==> config.mk <==
export PLATFORM = sky130hd
export DESIGN_NAME = golomb_bit_packer_flat
export DESIGN_NICKNAME = d
export VERILOG_FILES = /design/src/rtl/prores_pkg.sv /design/src/rtl/golomb_bit_packer_if.sv /design/src/rtl/golomb_bit_packer_bit_align_insert.sv /design/src/rtl/golomb_bit_packer.sv /design/src/flat_wrapper.sv
export SDC_FILE = /design/constraint.sdc
export NUM_CORES = 1
export LEC_CHECK = 0
export CAP_MARGIN = 15
export CORE_ASPECT_RATIO = 0.8
export CORE_MARGIN = 5
export CORE_UTILIZATION = 40
export DETAILED_ROUTE_END_ITERATION = 16
export PLACE_DENSITY_LB_ADDON = 0.08
export SLEW_MARGIN = 20
export SYNTH_ARGS = -nofsm -noshare
export SYNTH_HDL_FRONTEND = slang
export SYNTH_SLANG_ARGS = --single-unit
==> constraint.sdc <==
create_clock -name clk -period 13.1 [get_ports clk]
set_clock_uncertainty 0.15 [all_clocks]
set_input_delay 1.965 -clock clk [delete_from_list [all_inputs] [get_ports clk]]
set_output_delay 1.965 -clock clk [all_outputs]
set_load 0.01 [all_outputs]
==> src/rtl/prores_pkg.sv <==
// Shared types and constants for the ProRes entropy-path bit packer.
package prores_pkg;

    localparam int WORD_W = 32;
    localparam int ACC_W  = 64;

    typedef enum logic [1:0] {
        RUN        = 2'd0,
        FLUSH      = 2'd1,
        FLUSH_WAIT = 2'd2
    } pack_state_t;

    // Mask of the low len bits; computed one bit wider so len=32 needs no overflowing shift.
    function automatic logic [WORD_W-1:0] len_mask(input logic [5:0] len);
        logic [WORD_W:0] wide;
        wide = ((WORD_W+1)'(1) << len) - (WORD_W+1)'(1);
        return wide[WORD_W-1:0];
    endfunction

endpackage

==> src/rtl/golomb_bit_packer_if.sv <==
// Codeword input stream and packed-word output stream of the bit packer.
interface golomb_bit_packer_if;
    import prores_pkg::*;

    logic              in_valid;
    logic              in_ready;
    logic [WORD_W-1:0] in_code;
    logic [31:0]       in_len;
    logic              out_valid;
    logic              out_ready;
    logic [WORD_W-1:0] out_word;

    modport master (
        output in_valid, in_code, in_len, out_ready,
        input  in_ready, out_valid, out_word
    );

    modport slave (
        input  in_valid, in_code, in_len, out_ready,
        output in_ready, out_valid, out_word
    );
endinterface

==> src/rtl/golomb_bit_packer_bit_align_insert.sv <==
// Purpose: OR a masked codeword into a left-aligned 64-bit accumulator below fill bits.
// Latency: combinational.
// Backpressure: none; caller guarantees fill + len <= 64.
module bit_align_insert
    import prores_pkg::*;
(
    input  logic [ACC_W-1:0]  acc_in,
    input  logic [6:0]        fill,
    input  logic [5:0]        len,
    input  logic [WORD_W-1:0] code,
    output logic [ACC_W-1:0]  acc_out
);
    logic [6:0] shamt;

    // The codeword's LSB lands at bit 64 - fill - len; a shift of 64 only happens with len=0.
    always_comb begin
        shamt   = 7'd64 - fill - {1'b0, len};
        acc_out = acc_in | ({{(ACC_W-WORD_W){1'b0}}, code} << shamt);
    end
endmodule

==> src/rtl/golomb_bit_packer.sv <==
// Purpose: pack (code, len) beats MSB-first into 32-bit big-endian words, with flush-to-boundary.
// Latency: a word is presented 1 cycle after the beat that completes it, if the output slot is free.
// Backpressure: up to 64 bits buffered; in_ready drops while more than 32 bits are pending.
module golomb_bit_packer
    import prores_pkg::*;
#(
    parameter int MAX_LEN = 32,
    parameter int CNT_W   = 32
) (
    input  logic                clk,
    input  logic                reset_n,
    golomb_bit_packer_if.slave  bus,
    input  logic                flush,
    output logic                flush_done,
    output logic [CNT_W-1:0]    word_count,
    output logic                len_err
);
    localparam logic [31:0] MAX_LEN_U = 32'(MAX_LEN);
    localparam logic [5:0]  MAX_L     = 6'(MAX_LEN);

    pack_state_t       state;
    logic [ACC_W-1:0]  acc;
    logic [6:0]        fill;
    logic [WORD_W-1:0] out_word_q;
    logic              out_valid_q;

    logic              in_ready_c;
    logic              slot_free;
    logic              drain;
    logic              accept;
    logic              len_over;
    logic [5:0]        eff_len;
    logic [WORD_W-1:0] code_m;
    logic [ACC_W-1:0]  acc_d;
    logic [6:0]        fill_d;
    logic [ACC_W-1:0]  acc_ins;
    logic [ACC_W-1:0]  acc_next;
    logic [6:0]        fill_next;

    always_comb begin
        in_ready_c = (state == RUN) && (fill <= 7'd32);
        slot_free  = !out_valid_q || bus.out_ready;
        drain      = slot_free && (fill >= 7'd32);
        accept     = bus.in_valid && in_ready_c;
        len_over   = bus.in_len > MAX_LEN_U;
        eff_len    = len_over ? MAX_L : bus.in_len[5:0];
        code_m     = bus.in_code & len_mask(eff_len);
        acc_d      = drain ? {acc[ACC_W-WORD_W-1:0], {WORD_W{1'b0}}} : acc;
        fill_d     = drain ? fill - 7'd32 : fill;
        acc_next   = accept ? acc_ins : acc_d;
        fill_next  = accept ? fill_d + {1'b0, eff_len} : fill_d;
    end

    // Insertion always sees the post-drain accumulator so a same-cycle drain and accept compose.
    bit_align_insert u_align (
        .acc_in  (acc_d),
        .fill    (fill_d),
        .len     (eff_len),
        .code    (code_m),
        .acc_out (acc_ins)
    );

    always_ff @(posedge clk or negedge reset_n) begin
        if (!reset_n) begin
            state       <= RUN;
            acc         <= '0;
            fill        <= '0;
            out_word_q  <= '0;
            out_valid_q <= 1'b0;
            flush_done  <= 1'b0;
            word_count  <= '0;
            len_err     <= 1'b0;
        end else begin
            acc        <= acc_next;
            fill       <= fill_next;
            flush_done <= 1'b0;

            if (drain) begin
                out_word_q  <= acc[ACC_W-1:ACC_W-WORD_W];
                out_valid_q <= 1'b1;
            end else if (bus.out_ready) begin
                out_valid_q <= 1'b0;
            end

            if (out_valid_q && bus.out_ready)
                word_count <= word_count + CNT_W'(1);

            if (accept && len_over)
                len_err <= 1'b1;

            case (state)
                RUN: begin
                    if (flush)
                        state <= FLUSH;
                end
                FLUSH: begin
                    // Bits below fill are already zero, so padding is just rounding fill up.
                    if (fill < 7'd32) begin
                        if (fill != 7'd0)
                            fill <= 7'd32;
                        state <= FLUSH_WAIT;
                    end
                end
                FLUSH_WAIT: begin
                    if (fill == 7'd0 && slot_free) begin
                        flush_done <= 1'b1;
                        state      <= RUN;
                    end
                end
                default: state <= RUN;
            endcase
        end
    end

    assign bus.in_ready  = in_ready_c;
    assign bus.out_valid = out_valid_q;
    assign bus.out_word  = out_word_q;
endmodule

==> src/flat_wrapper.sv <==
// flat-port wrapper written by rule: the top's interface ports become plain ports
module golomb_bit_packer_flat import prores_pkg::*;
#(
    parameter int MAX_LEN = 32,
    parameter int CNT_W   = 32
)
  (clk, reset_n, flush, flush_done, word_count, len_err, bus_in_valid, bus_in_code, bus_in_len, bus_out_ready, bus_in_ready, bus_out_valid, bus_out_word);
  golomb_bit_packer_if bus_i ();
  input  logic clk;
  input  logic reset_n;
  input  logic flush;
  output logic flush_done;
  output logic [CNT_W-1:0] word_count;
  output logic len_err;
  input wire logic [$bits(bus_i.in_valid)-1:0] bus_in_valid;
  input wire logic [$bits(bus_i.in_code)-1:0] bus_in_code;
  input wire logic [$bits(bus_i.in_len)-1:0] bus_in_len;
  input wire logic [$bits(bus_i.out_ready)-1:0] bus_out_ready;
  output wire logic [$bits(bus_i.in_ready)-1:0] bus_in_ready;
  output wire logic [$bits(bus_i.out_valid)-1:0] bus_out_valid;
  output wire logic [$bits(bus_i.out_word)-1:0] bus_out_word;
  assign bus_i.in_valid = bus_in_valid;
  assign bus_i.in_code = bus_in_code;
  assign bus_i.in_len = bus_in_len;
  assign bus_i.out_ready = bus_out_ready;
  assign bus_in_ready = bus_i.in_ready;
  assign bus_out_valid = bus_i.out_valid;
  assign bus_out_word = bus_i.out_word;
  golomb_bit_packer #(.MAX_LEN(MAX_LEN), .CNT_W(CNT_W)) u_core (.clk(clk), .reset_n(reset_n), .bus(bus_i), .flush(flush), .flush_done(flush_done), .word_count(word_count), .len_err(len_err));
endmodule
After elaboration in Yosys (flattened, before gate mapping)
Index checks and enable logic that the tools add are counted.
{ "totals": {"regBits": 140, "latch_bits": 0, "ram_bits": 0, "rom_bits": 0, "input_bits": 69, "output_inout_bits": 68, "word_cells": 56, "memories": 0} }
{ "op_classes": {"addsub": 6, "mul": 0, "n_div": 0, "order_cmp": 4, "n_eq_ne": 5, "shift": 2, "mux": 16, "bitwise": 2, "reduce_logical": 13} }
{ "op_table": {"columns": ["op", "count"], "rows": [
  ["2-to-1 mux 64 bit", 2],
  ["OR 64 bit", 1],
  ["left shift 32 x 7 -> 64 bit", 1],
  ["2-to-1 mux 7 bit", 5],
  ["adder 32 x 1 -> 32 bit (second input constant)", 1],
  ["AND 32 bit", 1],
  ["> comparator 32 x 6 -> 1 bit (second input constant)", 1],
  ["left shift 1 x 6 -> 32 bit (first input constant)", 1],
  ["subtractor 32 x 2 -> 32 bit (second input constant)", 1],
  ["adder 7 x 6 -> 7 bit", 1],
  [">= comparator 7 x 6 -> 1 bit (second input constant)", 1],
  ["<= comparator 7 x 6 -> 1 bit (second input constant)", 1],
  ["zero test 7 bit", 1],
  ["less-than comparator 7 x 6 -> 1 bit (second input constant)", 1],
  ["nonzero test 7 bit", 1],
  ["subtractor 7 x 6 -> 7 bit", 1],
  ["subtractor 7 x 6 -> 7 bit (second input constant)", 1],
  ["subtractor 7 bit (first input constant)", 1],
  ["logical AND 1 bit", 6],
  ["2-to-1 mux 2 bit", 3],
  ["2-to-1 mux 6 bit", 1],
  ["case mux 2 bit (3 select lines)", 1],
  ["2-to-1 mux 1 bit", 4],
  ["inequality test 2 x 1 -> 1 bit (second input constant)", 2],
  ["other kinds (8)", 8]
]} }

Logic depth before layout (Yosys ltp)
{ "logic_depth": {"ltp_word": 9, "ltp_mapped": 20, "depth_no_buf": 17} }

Cells and area by module
Synthesis repeated with hierarchy kept, for this count alone.
{ "unflattened": {"hier_cells": 1174, "area_unflattened_um2": 10985.5} }
{ "modules_own_cells": {"columns": ["module", "instances", "cells_each", "area_each_um2", "seq_area_each_um2"], "rows": [
  ["golomb_bit_packer", 1, 741, 7537.2, 3503.4],
  ["bit_align_insert", 1, 433, 3448.3, 0.0]
]} }

Worst setup path after synthesis
No wires, ideal clock.
{ "synth_path": {"path_kind": "input port to flip-flop", "from": "input bus_in_len[12]", "to": "register u_core.acc[62]", "setup_ns": 0.068, "arrival_ns": 6.147, "t_required_ns": 12.882, "path_slack_ns": 6.735, "path_stages": 18, "n_path_buf": 2, "path_cell_list": "or4_4 > buf_6 > nor4_4 > nand2_1 > inv_1 > nand2_1 > ha_1 > ha_1 > a21o_1 > a31o_2 > a21oi_1 > xnor3_1 > or2_2 > clkbuf_1 > nor3_1 > a21oi_1 > a211oi_1 > a311o_1"} }
{ "synth_via": {"elab_chain_cells": 8, "elab_cells_between_ends": 9, "classes_between": "add/sub: 2; order compare: 1; shift: 2; mux: 2; bitwise: 2"} }
{ "synth_rtl": {"columns": ["element", "line_no", "rtl"], "rows": [
  ["from (decl)", "flat_wrapper.sv:17", "input wire logic [$bits(bus_i.in_len)-1:0] bus_in_len;"],
  ["> comparator 32 x 6 -> 1 bit (*)", "golomb_bit_packer.sv:45", "len_over = bus.in_len > MAX_LEN_U;"],
  ["2-to-1 mux 6 bit (*)", "golomb_bit_packer.sv:46", "eff_len = len_over ? MAX_L : bus.in_len[5:0];"],
  ["left shift 1 x 6 -> 32 bit", "prores_pkg.sv:16", "wide = ((WORD_W+1)'(1) << len) - (WORD_W+1)'(1);"],
  ["subtractor 32 x 2 -> 32 bit", "prores_pkg.sv:16", null],
  ["AND 32 bit", "golomb_bit_packer.sv:47", "code_m = bus.in_code & len_mask(eff_len);"],
  ["left shift 32 x 7 -> 64 bit (*)", "golomb_bit_packer_bit_align_insert.sv:18", "acc_out = acc_in | ({{(ACC_W-WORD_W){1'b0}}, code} << shamt);"],
  ["OR 64 bit (*)", "golomb_bit_packer_bit_align_insert.sv:18", null],
  ["2-to-1 mux 64 bit (*)", "golomb_bit_packer.sv:50", "acc_next = accept ? acc_ins : acc_d;"],
  ["via u_core.acc_next[62]", "golomb_bit_packer.sv:37", "logic [ACC_W-1:0] acc_next;"],
  ["to (signal assigned)", "golomb_bit_packer.sv:74", "acc <= acc_next;"],
  ["to (decl)", "golomb_bit_packer.sv:22", "logic [ACC_W-1:0] acc;"]
]} }
Mark *: on every way through the listed nets, which the timed path passes. The rest lies on a longest branch.
A chain may end at the register's enable or synchronous reset.

Worst setup path after layout
{ "layout_path": {"from": "input bus_in_len[18]", "to": "register u_core.acc[63]"} }
Same word-level chain as after synthesis.

==> metrics.yaml <==
logic_synthesis:
  yosys_warnings: 0
  syn-num-nets: 1276
  ys_ff_latch: 140
  yosys_most_used_dff: "dfrtp_1"
  yosysSeqAreaShare: 0.335
  async_reset_ff_frac: 1.00
  syn_area_per_cell_um2: 8.82
  syn_area_mm2: 0.0105
  synth_edf_count: 0
  synth_cell_types: 87
  postSynthCellCount: 1185
setup_path:
  cp.arrival_ps: 7530
  crit_fanout: 43
  reg2reg_from: "u_core.fill[5]$_DFF_PN0_"
  endpoint_kind: "register"
  crit_start: "bus_in_len[18]"
  critPathKind: "in -> reg"
  regToRegEndpoint: "u_core.acc[61]$_DFF_PN0_"
  reg2reg_depth: 15
  worstPathRequired_ps: 13240
  cp-start-kind: "input port"
  regToRegSetupSlack_ps: 8030
sta:
  setup_viol: 0
  tightest_slew_ps: 1130
  slew_headroom: 0.243
  fin_tns_setup_ps: 0
  post-route-period-util: 0.564
  timing.hold.ws_ps: 318
  hold_viol: 0
  max_freq_ghz: 0.135
  rsz0062_at_grt: "false"
  slew_violations: 0
  period_needed_ps: 7390
power:
  clkPwrFrac: 0.273
  netSwitchingFraction: 0.349
  power_density_mw_per_mm2: 145
  comb_power_share: 0.383
  p_sw_uw: 646
  vdd_drop_max_v: 0.000121
  internal_power_mw: 1.20
  p_seq_frac: 0.345
  leakage_nw: 5.38
  totalPowerFinal_mw: 1.85
min_path:
  min_path_cells: 1
  holdPathEnd: "u_core.word_count[31]$_DFFE_PN0P_"
  hp-start: "u_core.word_count[31]$_DFFE_PN0P_"
  hold_class: "reg -> reg"
run:
  drv_cap: 0
floorplan:
  die_w_um: 191
  die_h_um: 155
  ioPinCount: 137
  rows: 52
  die_area_mm2: 0.0295
  core_mm2: 0.0255
  initial_utilization: 0.410
placement:
  io_buffers: 136
  dp.cells: 1609
  dp_hpwl_um: 26700
  gp_congestion: 0.948
route:
  firstDrtPassIters: 6
  routed_via_density: 6.23
  avgRoutedWirePerCell_um: 22.2
  drc: 0
  drt_iter0_drc: 1245
  route.final.wire_length_um: 36500
  route.vias.total: 10200
  ant_nets: 0
cts:
  clk_pin_slew_ps: 60
  clock_latency_ps: 430
  cts.hold.buffers_added: 0
  post_cts_buffers: 0
  root_buffer: "clkbuf_16"
  cts_buffers: 17
  cts_resized: 0
  cts_tree: "done"
  clockBufferDepth: 2
  cts_max_level: 4
  cts.sinks: 140
grt:
  antenna_found_initial: 0
  grt_pass1_vias: 9799
  grt_pass1_wl_um: 57200
  grt_overflow: 0
  grt_use_total: 0.244
  grt_start_max_net_pins: 85
status:
  status: "complete, no violations"
finish:
  layout.nets: 1368
  stdcell_count: 1640
  n_antenna_cell: 0
  fillCellCount: 2446
  syn_to_final_growth_pct: 21.8
  layout_common_cells: "dfrtp_1, clkdlybuf4s50_1, nand2_1"
  postLayoutCoreUtil: 0.499
  drive_gt1_frac: 0.116
  layout_commonest_cell: "dfrtp_1"
## worst max-delay path by stage
| stage | cells after the start | slack [ps] | end |
|---|---|---|---|
| floorplan | 18 | 6730 | u_core.acc[62]$_DFF_PN0_ |
| CTS | 15 | 5870 | u_core.acc[33]$_DFF_PN0_ |
| detailed placement | 15 | 5440 | u_core.acc[33]$_DFF_PN0_ |
| global placement | 17 | 5410 | u_core.acc[63]$_DFF_PN0_ |
| finish | 17 | 5710 | u_core.acc[63]$_DFF_PN0_ |
| global route | 15 | 5410 | u_core.acc[33]$_DFF_PN0_ |
## synth_stat cells (7+ instances only)
cell,instances,area [um2]
dfrtp_1,140,3500
nand2_1,107,402
nor2_1,89,334
clkbuf_1,73,274
a21oi_1,58,290
mux2_2,53,597
o21ai_0,51,255
nand3_1,44,220
mux2i_1,40,400
inv_1,36,135
xnor2_1,29,254
nor3_1,25,125
ha_1,19,238
a31oi_1,18,113
nand4_1,18,113
a211oi_1,17,128
o211ai_1,17,128
o31ai_1,16,120
a21o_1,15,113
a22o_1,15,131
a22oi_1,15,113
and3_1,15,93.8
o22ai_1,15,93.8
o221ai_1,14,123
xor2_1,14,123
and2_1,12,75.1
o311ai_0,12,105
o32ai_1,11,96.3
and4_1,10,87.6
buf_1,10,37.5
nor4_1,10,62.6
nor2b_1,9,56.3
o21a_1,9,67.6
o31a_1,8,70.1
or2_2,8,50.1
a221o_1,7,70.1
mux4_2,7,158
nand2b_1,7,43.8
o211a_1,7,70.1
or3_1,7,43.8
## metrics by stage
| stage | worst slack [ps] | cell area [um2] |
|---|---|---|
| 6_report | 5710 | 12700 |
| 2_1_floorplan | 6730 | 10500 |
| 5_1_grt | 5410 | 12700 |
| 3_5_place_dp | 5440 | 12100 |
| 3_3_place_gp | 5410 | 12100 |
| 4_1_cts | 5870 | 12700 |
## flip-flops by register name, summed over array words and instances (netlist names)
register / flops
u_core.acc: 64
u_core.bus.out_word: 32
u_core.word_count: 32
u_core.fill: 7
u_core.state: 2
u_core.bus.out_valid: 1
u_core.flush_done: 1
u_core.len_err: 1
## routing by layer
layer / track usage / up-vias / part of all wire
met5: 0 / - / 0
met4: 0.0585 / 0 / 0.022
met3: 0.0705 / 74 / 0.10
met2: 0.362 / 538 / 0.43
met1: 0.352 / 4925 / 0.45
li1: - / 4679 / -
## worst max-delay path: stages
cell             delay (ps)
clkdlybuf4s50_1         390
or4_1                   710
nor4_4                  420
nand2_1                 280
inv_1                   200
nand2_1                 100
ha_1                    190
ha_1                    270
buf_4                   410
inv_1                   180
buf_4                   270
mux2i_1                 170
a221oi_1                910
mux2i_2                 310
o22ai_1                 470
or3_1                   170
o211ai_1                 80
## final cells by class
type | count | area (um2) | share of cell area
clock buffer | 19 | 453 | 0.0356
multi-input combinational | 921 | 6490 | 0.510
timing repair buffer | 161 | 1550 | 0.122
sequential | 140 | 3500 | 0.275
tap | 351 | 439 | 0.0345
clock inverter | 12 | 160 | 0.0126
inverter | 36 | 135 | 0.0106
## power groups by stage
stage	clock network, mW	registers, mW	logic, mW
CTS	0.513	0.639	0.705
detailed placement	0	0.646	0.701
finish	0.504	0.638	0.708
floorplan	0	0.643	0.417
global route	0.532	0.655	0.769
global placement	0	0.643	0.700
## logic make-up after synthesis
logic type,share of synthesized area
xor+xnor,0.0382
mux,0.113
buf+inv,0.0463
compound gates,0.255
fa+ha+maj,0.0285
flops,0.335
simple gates,0.184
Power figures use the tool's default switching activity.
